===== src/rtl/ysyx_22050518_mul_seq_if.sv =====
// Request/response bundle between the execute stage and the iterative multiplier.
// The master issues operands and consumes results; the slave is the multiplier.
interface ysyx_22050518_mul_seq_if #(
    parameter int W = 64
);
    logic         in_valid;
    logic         in_ready;
    logic [1:0]   op;
    logic         word;
    logic [W-1:0] src1;
    logic [W-1:0] src2;
    logic         out_valid;
    logic         out_ready;
    logic [W-1:0] result;

    modport master (
        output in_valid, op, word, src1, src2, out_ready,
        input  in_ready, out_valid, result
    );

    modport slave (
        input  in_valid, op, word, src1, src2, out_ready,
        output in_ready, out_valid, result
    );
endinterface


===== src/rtl/ysyx_22050518_mul_seq.sv =====
// Radix-2 shift-add RV64M multiplier. Every arithmetic pass (magnitudes,
// partial sums, final 128-bit negation) is routed through one shared adder.
module ysyx_22050518_add #(
    parameter int W = 64
) (
    input  logic [W-1:0] in1,
    input  logic [W-1:0] in2,
    input  logic         c_in,
    output logic [W-1:0] out,
    output logic         c_out
);
    assign {c_out, out} = {1'b0, in1} + {1'b0, in2} + {{W{1'b0}}, c_in};
endmodule

module ysyx_22050518_mul_seq #(
    parameter int W = 64
) (
    input  logic                    clk,
    input  logic                    rst,
    input  logic                    flush,
    ysyx_22050518_mul_seq_if.slave  bus
);
    typedef enum logic [2:0] {
        IDLE,
        ABS_A,
        ABS_B,
        ITER,
        NEG_LO,
        NEG_HI,
        DONE
    } state_t;

    state_t       state_reg;
    logic [1:0]   op_reg;
    logic         word_reg;
    logic         neg_reg;
    logic [W-1:0] a_reg;
    logic [W-1:0] b_reg;
    logic [W-1:0] mcand_reg;
    logic [W-1:0] acc_hi_reg;
    logic [W-1:0] acc_lo_reg;
    logic [5:0]   cnt_reg;
    logic         carry_reg;
    logic [W-1:0] result_reg;
    logic         out_valid_reg;

    logic [W-1:0] add_in1;
    logic [W-1:0] add_in2;
    logic         add_c_in;
    logic [W-1:0] add_out;
    logic         add_c_out;

    // Signedness of the latched operation and of the incoming request.
    logic s1_lat;
    logic s2_lat;
    logic s1_in;
    logic s2_in;
    logic word_in;
    logic [W-1:0] a_in;
    logic [W-1:0] b_in;
    logic inv_a;
    logic inv_b;

    assign s1_lat  = (op_reg != 2'b11);
    assign s2_lat  = (op_reg == 2'b00) || (op_reg == 2'b01);
    assign s1_in   = (bus.op != 2'b11);
    assign s2_in   = (bus.op == 2'b00) || (bus.op == 2'b01);
    // MULW is only meaningful for op=00; any other op runs as a full 64-bit op.
    assign word_in = bus.word && (bus.op == 2'b00);
    assign a_in    = word_in ? {{(W-32){bus.src1[31]}}, bus.src1[31:0]} : bus.src1;
    assign b_in    = word_in ? {{(W-32){bus.src2[31]}}, bus.src2[31:0]} : bus.src2;
    assign inv_a   = s1_lat && a_reg[W-1];
    assign inv_b   = s2_lat && b_reg[W-1];

    ysyx_22050518_add #(.W(W)) u_add (
        .in1   (add_in1),
        .in2   (add_in2),
        .c_in  (add_c_in),
        .out   (add_out),
        .c_out (add_c_out)
    );

    always_comb begin
        add_in1  = '0;
        add_in2  = '0;
        add_c_in = 1'b0;
        case (state_reg)
            ABS_A: begin
                add_in1  = inv_a ? ~a_reg : a_reg;
                add_c_in = inv_a;
            end
            ABS_B: begin
                add_in1  = inv_b ? ~b_reg : b_reg;
                add_c_in = inv_b;
            end
            ITER: begin
                add_in1 = acc_hi_reg;
                add_in2 = acc_lo_reg[0] ? mcand_reg : '0;
            end
            NEG_LO: begin
                add_in1  = neg_reg ? ~acc_lo_reg : acc_lo_reg;
                add_c_in = neg_reg;
            end
            NEG_HI: begin
                add_in1  = neg_reg ? ~acc_hi_reg : acc_hi_reg;
                add_c_in = neg_reg && carry_reg;
            end
            default: ;
        endcase
    end

    always_ff @(posedge clk) begin
        if (rst) begin
            state_reg     <= IDLE;
            op_reg        <= '0;
            word_reg      <= 1'b0;
            neg_reg       <= 1'b0;
            a_reg         <= '0;
            b_reg         <= '0;
            mcand_reg     <= '0;
            acc_hi_reg    <= '0;
            acc_lo_reg    <= '0;
            cnt_reg       <= '0;
            carry_reg     <= 1'b0;
            result_reg    <= '0;
            out_valid_reg <= 1'b0;
        end else if (flush) begin
            state_reg     <= IDLE;
            out_valid_reg <= 1'b0;
        end else begin
            case (state_reg)
                IDLE: begin
                    if (bus.in_valid) begin
                        op_reg    <= bus.op;
                        word_reg  <= word_in;
                        a_reg     <= a_in;
                        b_reg     <= b_in;
                        neg_reg   <= (s1_in && a_in[W-1]) ^ (s2_in && b_in[W-1]);
                        state_reg <= ABS_A;
                    end
                end
                ABS_A: begin
                    mcand_reg <= add_out;
                    state_reg <= ABS_B;
                end
                ABS_B: begin
                    acc_lo_reg <= add_out;
                    acc_hi_reg <= '0;
                    cnt_reg    <= '0;
                    state_reg  <= ITER;
                end
                ITER: begin
                    // Shift the 129-bit {carry, sum, acc_lo} right by one.
                    acc_hi_reg <= {add_c_out, add_out[W-1:1]};
                    acc_lo_reg <= {add_out[0], acc_lo_reg[W-1:1]};
                    cnt_reg    <= cnt_reg + 6'd1;
                    if (cnt_reg == 6'd63) begin
                        state_reg <= NEG_LO;
                    end
                end
                NEG_LO: begin
                    acc_lo_reg <= add_out;
                    carry_reg  <= add_c_out;
                    state_reg  <= NEG_HI;
                end
                NEG_HI: begin
                    acc_hi_reg <= add_out;
                    if (word_reg) begin
                        result_reg <= {{(W-32){acc_lo_reg[31]}}, acc_lo_reg[31:0]};
                    end else if (op_reg == 2'b00) begin
                        result_reg <= acc_lo_reg;
                    end else begin
                        result_reg <= add_out;
                    end
                    out_valid_reg <= 1'b1;
                    state_reg     <= DONE;
                end
                DONE: begin
                    if (bus.out_ready) begin
                        out_valid_reg <= 1'b0;
                        state_reg     <= IDLE;
                    end
                end
                default: state_reg <= IDLE;
            endcase
        end
    end

    assign bus.in_ready  = (state_reg == IDLE);
    assign bus.out_valid = out_valid_reg;
    assign bus.result    = result_reg;
endmodule


===== src/flat_wrapper.sv =====
// flat-port wrapper written by rule: the top's interface ports become plain ports
module ysyx_22050518_mul_seq_flat 
#(
    parameter int W = 64
)
  (clk, rst, flush, bus_in_valid, bus_op, bus_word, bus_src1, bus_src2, bus_out_ready, bus_in_ready, bus_out_valid, bus_result);
  ysyx_22050518_mul_seq_if #(.W(W)) bus_i ();
  input  logic clk;
  input  logic rst;
  input  logic flush;
  input wire logic [$bits(bus_i.in_valid)-1:0] bus_in_valid;
  input wire logic [$bits(bus_i.op)-1:0] bus_op;
  input wire logic [$bits(bus_i.word)-1:0] bus_word;
  input wire logic [$bits(bus_i.src1)-1:0] bus_src1;
  input wire logic [$bits(bus_i.src2)-1:0] bus_src2;
  input wire logic [$bits(bus_i.out_ready)-1:0] bus_out_ready;
  output wire logic [$bits(bus_i.in_ready)-1:0] bus_in_ready;
  output wire logic [$bits(bus_i.out_valid)-1:0] bus_out_valid;
  output wire logic [$bits(bus_i.result)-1:0] bus_result;
  assign bus_i.in_valid = bus_in_valid;
  assign bus_i.op = bus_op;
  assign bus_i.word = bus_word;
  assign bus_i.src1 = bus_src1;
  assign bus_i.src2 = bus_src2;
  assign bus_i.out_ready = bus_out_ready;
  assign bus_in_ready = bus_i.in_ready;
  assign bus_out_valid = bus_i.out_valid;
  assign bus_result = bus_i.result;
  ysyx_22050518_mul_seq #(.W(W)) u_core (.clk(clk), .rst(rst), .flush(flush), .bus(bus_i));
endmodule

===== config.mk =====
export PLATFORM = sky130hd
export DESIGN_NAME = ysyx_22050518_mul_seq_flat
export DESIGN_NICKNAME = d
export VERILOG_FILES = /design/src/rtl/ysyx_22050518_mul_seq_if.sv /design/src/rtl/ysyx_22050518_mul_seq.sv /design/src/flat_wrapper.sv
export SDC_FILE = /design/constraint.sdc
export NUM_CORES = 1
export LEC_CHECK = 0
export ABC_CLOCK_PERIOD_IN_PS = 6800
export CORE_AREA = 5 5 276 278
export CTS_CLUSTER_SIZE = 20
export DETAILED_ROUTE_END_ITERATION = 16
export DIE_AREA = 0 0 281 283
export PLACE_DENSITY_LB_ADDON = 0.2
export SLEW_MARGIN = 5
export SYNTH_ARGS = -nofsm -noshare
export SYNTH_HDL_FRONTEND = slang
export SYNTH_HIERARCHICAL = 1
export SYNTH_SLANG_ARGS = --single-unit

===== constraint.sdc =====
create_clock -name clk -period 6.8 [get_ports clk]
set_input_delay 1.36 -clock clk [delete_from_list [all_inputs] [get_ports clk]]
set_output_delay 1.36 -clock clk [all_outputs]
set_load 0.005 [all_outputs]

-- Word-level counts from Yosys, hierarchy flattened
Index checks and enable logic that the tools add are counted.
- memories kept: 0
- bits of input ports: 136
- memory bits (writable): 0
- latch bits: 0
- register bits after elaboration: 399
- bits in read-only memories: 0
- output and inout bits: 66
- logic and storage cells: 83
- equality and inequality tests: 14
- magnitude comparators: 0
- reductions and logical operators: 26
- $add $sub $neg: 3
- multipliers: 0
- multiplexer cells: 21
- div/mod/pow operators: 0
- shift operators: 0
- bitwise logic cells: 6
- operator list (cell ; number):
    64-bit 2-to-1 mux ; 10
    64-bit one-hot mux with 5 select lines ; 1
    64-bit NOT ; 4
    64-bit one-hot mux with 3 select lines ; 1
    64-bit one-hot mux with 2 select lines ; 1
    64-bit by 64-bit adder with 65-bit output ; 1
    65-bit by 1-bit adder with 65-bit output ; 1
    3-bit one-hot mux with 7 select lines ; 1
    2-bit AND reduction ; 7
    6-bit one-hot mux with 2 select lines ; 1
    3-bit == test, second input constant ; 3
    3-bit 2-to-1 mux ; 3
    2-bit inequality test, second input constant ; 4
    6-bit by 1-bit adder with 6-bit output, second input constant ; 1
    3-bit by 2-bit == test with 1-bit output, second input constant ; 2
    6-bit == test, second input constant ; 1
    1-bit logical AND ; 6
    3-bit AND reduction ; 2
    2-bit nonzero test ; 3
    2-bit by 1-bit == test with 1-bit output, second input constant ; 2
    2-bit logical NOT ; 2
    1-bit one-hot mux with 4 select lines ; 1
    2-bit OR reduction ; 2
    3-bit by 1-bit == test with 1-bit output, second input constant ; 1
    8 further kinds ; 9

-- Longest topological paths before layout
- depth after elaboration: 9
- gate-level depth with buffers: 23

-- Hierarchy
The synthesis kept the hierarchy.
- modules (own cells, without submodules) (module ; cells each ; area an instance (um^2) ; instances):
    ysyx_22050518_mul_seq ; 2520 ; 20921.3 ; 1
    ysyx_22050518_add ; 537 ; 3756.1 ; 1

-- Worst setup path after synthesis
No wires, ideal clock.
- path kind: register to register
- from: register u_core.state_reg[1]
- to: register u_core.result_reg[62], in the netlist u_core/bus.result[62]
- arrival time: 4773 ps
- library setup time: 132 ps
- period minus slack after synthesis: 4906 ps
- setup slack: 1894 ps
- cell stages (with the launch flop): 22
- cell sequence: dfxtp_1 > buf_2 > inv_1 > ha_1 > nor3b_1 > buf_2 > a21oi_1 > o221ai_1 > fa_1 > fa_1 > a211oi_1 > o211ai_2 > a311oi_4 > and3b_1 > a211oi_4 > a21oi_4 > a211oi_4 > o31ai_2 > xor2_1 > mux2_2 > o211ai_1 > a21oi_1
- longest elaborated chain between the ends: 6
- elaborated cells on any way between the ends: 13
- classes of those cells: add/sub: 2; eq/ne: 5; mux: 5; reduce/logical: 1
- RTL lines (item ; RTL line ; RTL):
    from (decl) ; ysyx_22050518_mul_seq.sv:33 ; state_t state_reg;
    from (signal assigned) ; ysyx_22050518_mul_seq.sv:114 ; state_reg <= IDLE;
    from (signal assigned) ; ysyx_22050518_mul_seq.sv:128 ; state_reg <= IDLE;
    from (signal assigned) ; ysyx_22050518_mul_seq.sv:139 ; state_reg <= ABS_A;
    3-bit == test, or another cell as far along ; ysyx_22050518_mul_seq.sv:87 ; case (state_reg)
    64-bit one-hot mux with 5 select lines (*) ; ysyx_22050518_mul_seq.sv:87 ;
    via u_core.add_in1[0] ; ysyx_22050518_mul_seq.sv:47 ; logic [W-1:0] add_in1;
    64-bit by 64-bit adder with 65-bit output (*) ; ysyx_22050518_mul_seq.sv:12 ; assign {c_out, out} = {1'b0, in1} + {1'b0, in2} + {{W{1'b0}}, c_in};
    65-bit by 1-bit adder with 65-bit output (*) ; ysyx_22050518_mul_seq.sv:12 ;
    via u_core.add_out[62] ; ysyx_22050518_mul_seq.sv:50 ; logic [W-1:0] add_out;
    64-bit 2-to-1 mux (*) ; ysyx_22050518_mul_seq.sv:170 ; end else if (op_reg == 2'b00) begin
    64-bit 2-to-1 mux (*) ; ysyx_22050518_mul_seq.sv:168 ; if (word_reg) begin
    to (signal assigned) ; ysyx_22050518_mul_seq.sv:169 ; result_reg <= {{(W-32){acc_lo_reg[31]}}, acc_lo_reg[31:0]};
    to (signal assigned) ; ysyx_22050518_mul_seq.sv:171 ; result_reg <= acc_lo_reg;
    to (signal assigned) ; ysyx_22050518_mul_seq.sv:173 ; result_reg <= add_out;
    to (decl) ; ysyx_22050518_mul_seq.sv:44 ; logic [W-1:0] result_reg;
Mark *: on every way through the listed nets, which the timed path passes. The rest lies on a longest branch.
A chain may end at the register's enable or synchronous reset.

-- Final worst setup path
- from: register u_core.state_reg[1]
- to: register u_core.result_reg[61], in the netlist u_core/bus.result[61]
The elaborated chain is that of the path after synthesis.

==> out/results.tsv <==
stage	metric	value	unit
die	Rows	100	
logic_synthesis	Post-Syn Area	0.0247	mm^2
logic_synthesis	mux share of post-synthesis cell area	8.08	%
critical_path	critical path cell sequence	inv_1, ha_1, nor3b_2, buf_4, a21oi_1, o221ai_1, ha_1, a211oi_1, o211ai_1, a211oi_1, o221ai_2, a31oi_2, o211ai_2, and2_1, a21oi_1, xnor2_1, mux2_2, o211ai_1, a21oi_1	
critical_path	R2R depth	19	
global_route	largest net degree at the start of global routing	153	
logic_synthesis	Gate Count Post-Synth	3057	
critical_path	crit path kind	flip-flop to flip-flop	
detailed_routing	vias per std cell	5.55	
cts	CTS resizes	0	
detailed_routing	drt drc	0	
global_route	initial antenna violation count	0	
critical_path	CP required	7.25	ns
logic_synthesis	synth warn	6	
cts	hold bufs inserted after CTS	0	
logic_synthesis	XOR/XNOR Fraction of Synth Area	9.01	%
outcome	outcome	finished clean	
sta	Tcrit/Tclk final	88.8	%
logic_synthesis	Post-synth ARST share	0	%
critical_path	critical path peak fanout	43	
sta	setup violators final	0	
cts	Clock Tree Root	clkbuf_16	
cts	cts bufs inserted	48	
critical_path	max incr delay on CP	0.72	ns
power	P per Cell Area	203	mW/mm^2
worst_hold_path	Hold Crit Class	flip-flop to flip-flop	
critical_path	CP Launch Type	flip-flop	
layout	most common cell after layout, fill and taps aside	a21oi_1	
layout	commonest non-fill, non-tap cells in the layout	a21oi_1 (433), nand2_1 (412), dfxtp_1 (396)	
critical_path	CP most frequent cell	a21oi_1	
sta	RSZ-0062 raised after global routing	false	
detailed_routing	Detailed Route WL	83500	um
die	Die Width	281	um
critical_path	Levels on crit path	19	
placed_design	IO buf count	201	
logic_synthesis	Synth Area in Compound Gates	25.2	%
cts	Worst-path clk slew	0.06	ns
die	Die Y	283	um
cts	CTS tree	built	
sta	Tmin final	6.04	ns
detailed_routing	WL/cell	20.4	um
power	Design Power	5.83	mW
job	max cap viols	0	
logic_synthesis	largest family of logic cells by synthesized area	compound AO/OA/AOI/OAI gates	
layout	share of post-route cells with drive strength above 1	8.53	%
sta	Final Hold Vio Count	0	
layout	area grow syn2layout	16.3	%
logic_synthesis	largest area contributor in the netlist	dfxtp_1	
die	IO Pins	202	
cts	worst skew pair latency	0.60	ns
global_route	vias in the first global route	22200	
critical_path	Crit-path slowest cell	dfxtp_1	
critical_path	WP buf/inv	2	
sta	final setup TNS	0	ns
sta	max_slew headroom	17.2	%
cts	H-tree Lvls	2	
layout	Fillers	7478	
sta	Worst Skew	0.0227	ns
logic_synthesis	Simple-Gate Fraction of Synth Area	16.2	%
logic_synthesis	Synth Flop Type	dfxtp_1	
sta	fmax	166	MHz
die	die footprint	0.0795	mm^2
detailed_routing	total number of vias	22700	
detailed_routing	drt initial violations	1766	
layout	post-layout instance area	0.0287	mm^2
global_route	first-pass GRT wire length	130000	um
logic_synthesis	EDFF count, synth	0	
logic_synthesis	Seq cells post-synth	399	
logic_synthesis	top-area cell type share of the netlist area	32.4	%
cts	Post-CTS Setup Bufs	0	
cts	clock tree sinks	399	
layout	ANT cells	0	
logic_synthesis	Avg Cell Area, Syn	8.07	um^2
die	Initial Utilization	33.5	%
worst_hold_path	Hold Path Stages	2	
placed_design	dpl cell area	0.0272	mm^2
logic_synthesis	adder-cell area share of the yosys netlist	3.56	%
logic_synthesis	syn nets	3262	
logic_synthesis	register area share after synthesis	32.4	%
global_route	GRT Total Usage	20.1	%
power	peak supply drop	0.156	mV
layout	fin util	39.0	%
sta	Final Max Slew Viols	0	
cts	clock tree buffer depth	3	
die	core area	0.0737	mm^2
detailed_routing	first-pass detailed-route iteration total	6	
global_route	Overflow after GRT	0	
placed_design	GP Congestion	0.906	
layout	fin nets	3284	
sta	Worst Tran Pin Value	1.24	ns
critical_path	arrival time of the worst setup path	6.49	ns
logic_synthesis	Yosys cell types	80	
power	Leakage Power	9.95	nW
critical_path	critical path's top delay family	compound AO/OA/AOI/OAI gates	
detailed_routing	DRT antenna net count	0	
logic_synthesis	Synth area leaders	dfxtp_1 (32%), a21oi_1 (8.8%), mux2i_1 (6.6%), nand2_1 (6.3%), xnor2_1 (5.7%)	
placed_design	HPWL Detailed	56700	um
critical_path	crit end category	flip-flop	
[tightest hold or removal path, delay by kind of cell, from the launching register on]
family	cells	cell delay [ns]
AOI/OAI and AO/OA	1	0.05
DFF	1	0.30
and+or+nand+nor	1	0.05
[report_power, final]
part           switching (mW)  total (mW)  internal (mW)
Sequential             0.0808        2.50           2.42
Combinational           0.460       0.775          0.315
Clock                    1.07        2.55           1.49
Total                    1.61        5.83           4.22
[cell type report]
type                    instances  area (um^2)  share of cell area (%)
clock buffers                  71         1420                    4.94
clock inverters                18          138                   0.479
inverters                      21         78.8                   0.275
multi-input cells            2361        15400                    53.8
flip-flops and latches        399         8000                    27.9
well taps                     969         1210                    4.22
repair buffers                248         2420                    8.43
[logic make-up after synthesis]
logic type	count (synthesis)
adder cells (fa/ha/maj)	69
XOR/XNOR	254
multiplexers	195
AO/OA/AOI/OAI	921
flip-flops	399
buffers and inverters	297
AND/OR/NAND/NOR	922
[through the flow]
step           hold WS, ns  setup slack, ns  instances
5_1_grt              0.469            0.360       4087
2_1_floorplan        0.432             1.89       3057
3_5_place_dp         0.444            0.921       3998
4_1_cts              0.452            0.875       4087
6_report             0.451            0.763       4087
3_3_place_gp         0.438             1.05       3998
[cell usage after synthesis, types with 4 or more instances]
cell / number
or2_2: 6
a211oi_2: 58
a311oi_1: 4
nand4_1: 22
a22oi_1: 64
xnor2_1: 161
dfxtp_1: 399
buf_6: 6
o221ai_1: 65
buf_1: 10
a21o_1: 21
mux2i_1: 162
buf_2: 90
and2_1: 7
nor3_1: 76
nor2b_1: 7
nand3b_1: 4
clkbuf_1: 148
nand2b_1: 8
o21ai_0: 34
o21a_1: 7
a211oi_1: 113
ha_1: 67
o21ai_1: 7
and3_1: 71
a221o_1: 4
mux2_2: 33
a31oi_1: 9
xor2_1: 93
o211ai_1: 41
nand2_1: 413
inv_1: 21
nand3_1: 11
o21bai_1: 19
a21oi_1: 435
nor2_1: 273
buf_4: 20
[path summary, 6_finish.rpt]
path | start | endpoint | slack [ns]
worst max-delay path | u_core/state_reg[1] | u_core/bus.result[61] | 0.76
worst min-delay path | u_core/mcand_reg[52] | u_core/mcand_reg[52] | 0.45
worst max register to register | u_core/state_reg[1] | u_core/bus.result[61] | 0.76
worst min register to register | u_core/mcand_reg[52] | u_core/mcand_reg[52] | 0.45
[per-layer routing]
layer  part of all wire, %  GRT usage (%)  up-vias
li1                      -              -    11000
met1                    48           29.1    10900
met2                    44           30.7      656
met3                   6.0           3.74      126
met4                   2.3           5.13        0
met5                     0              0        -
No activity file was read; power rests on OpenSTA's default activity.
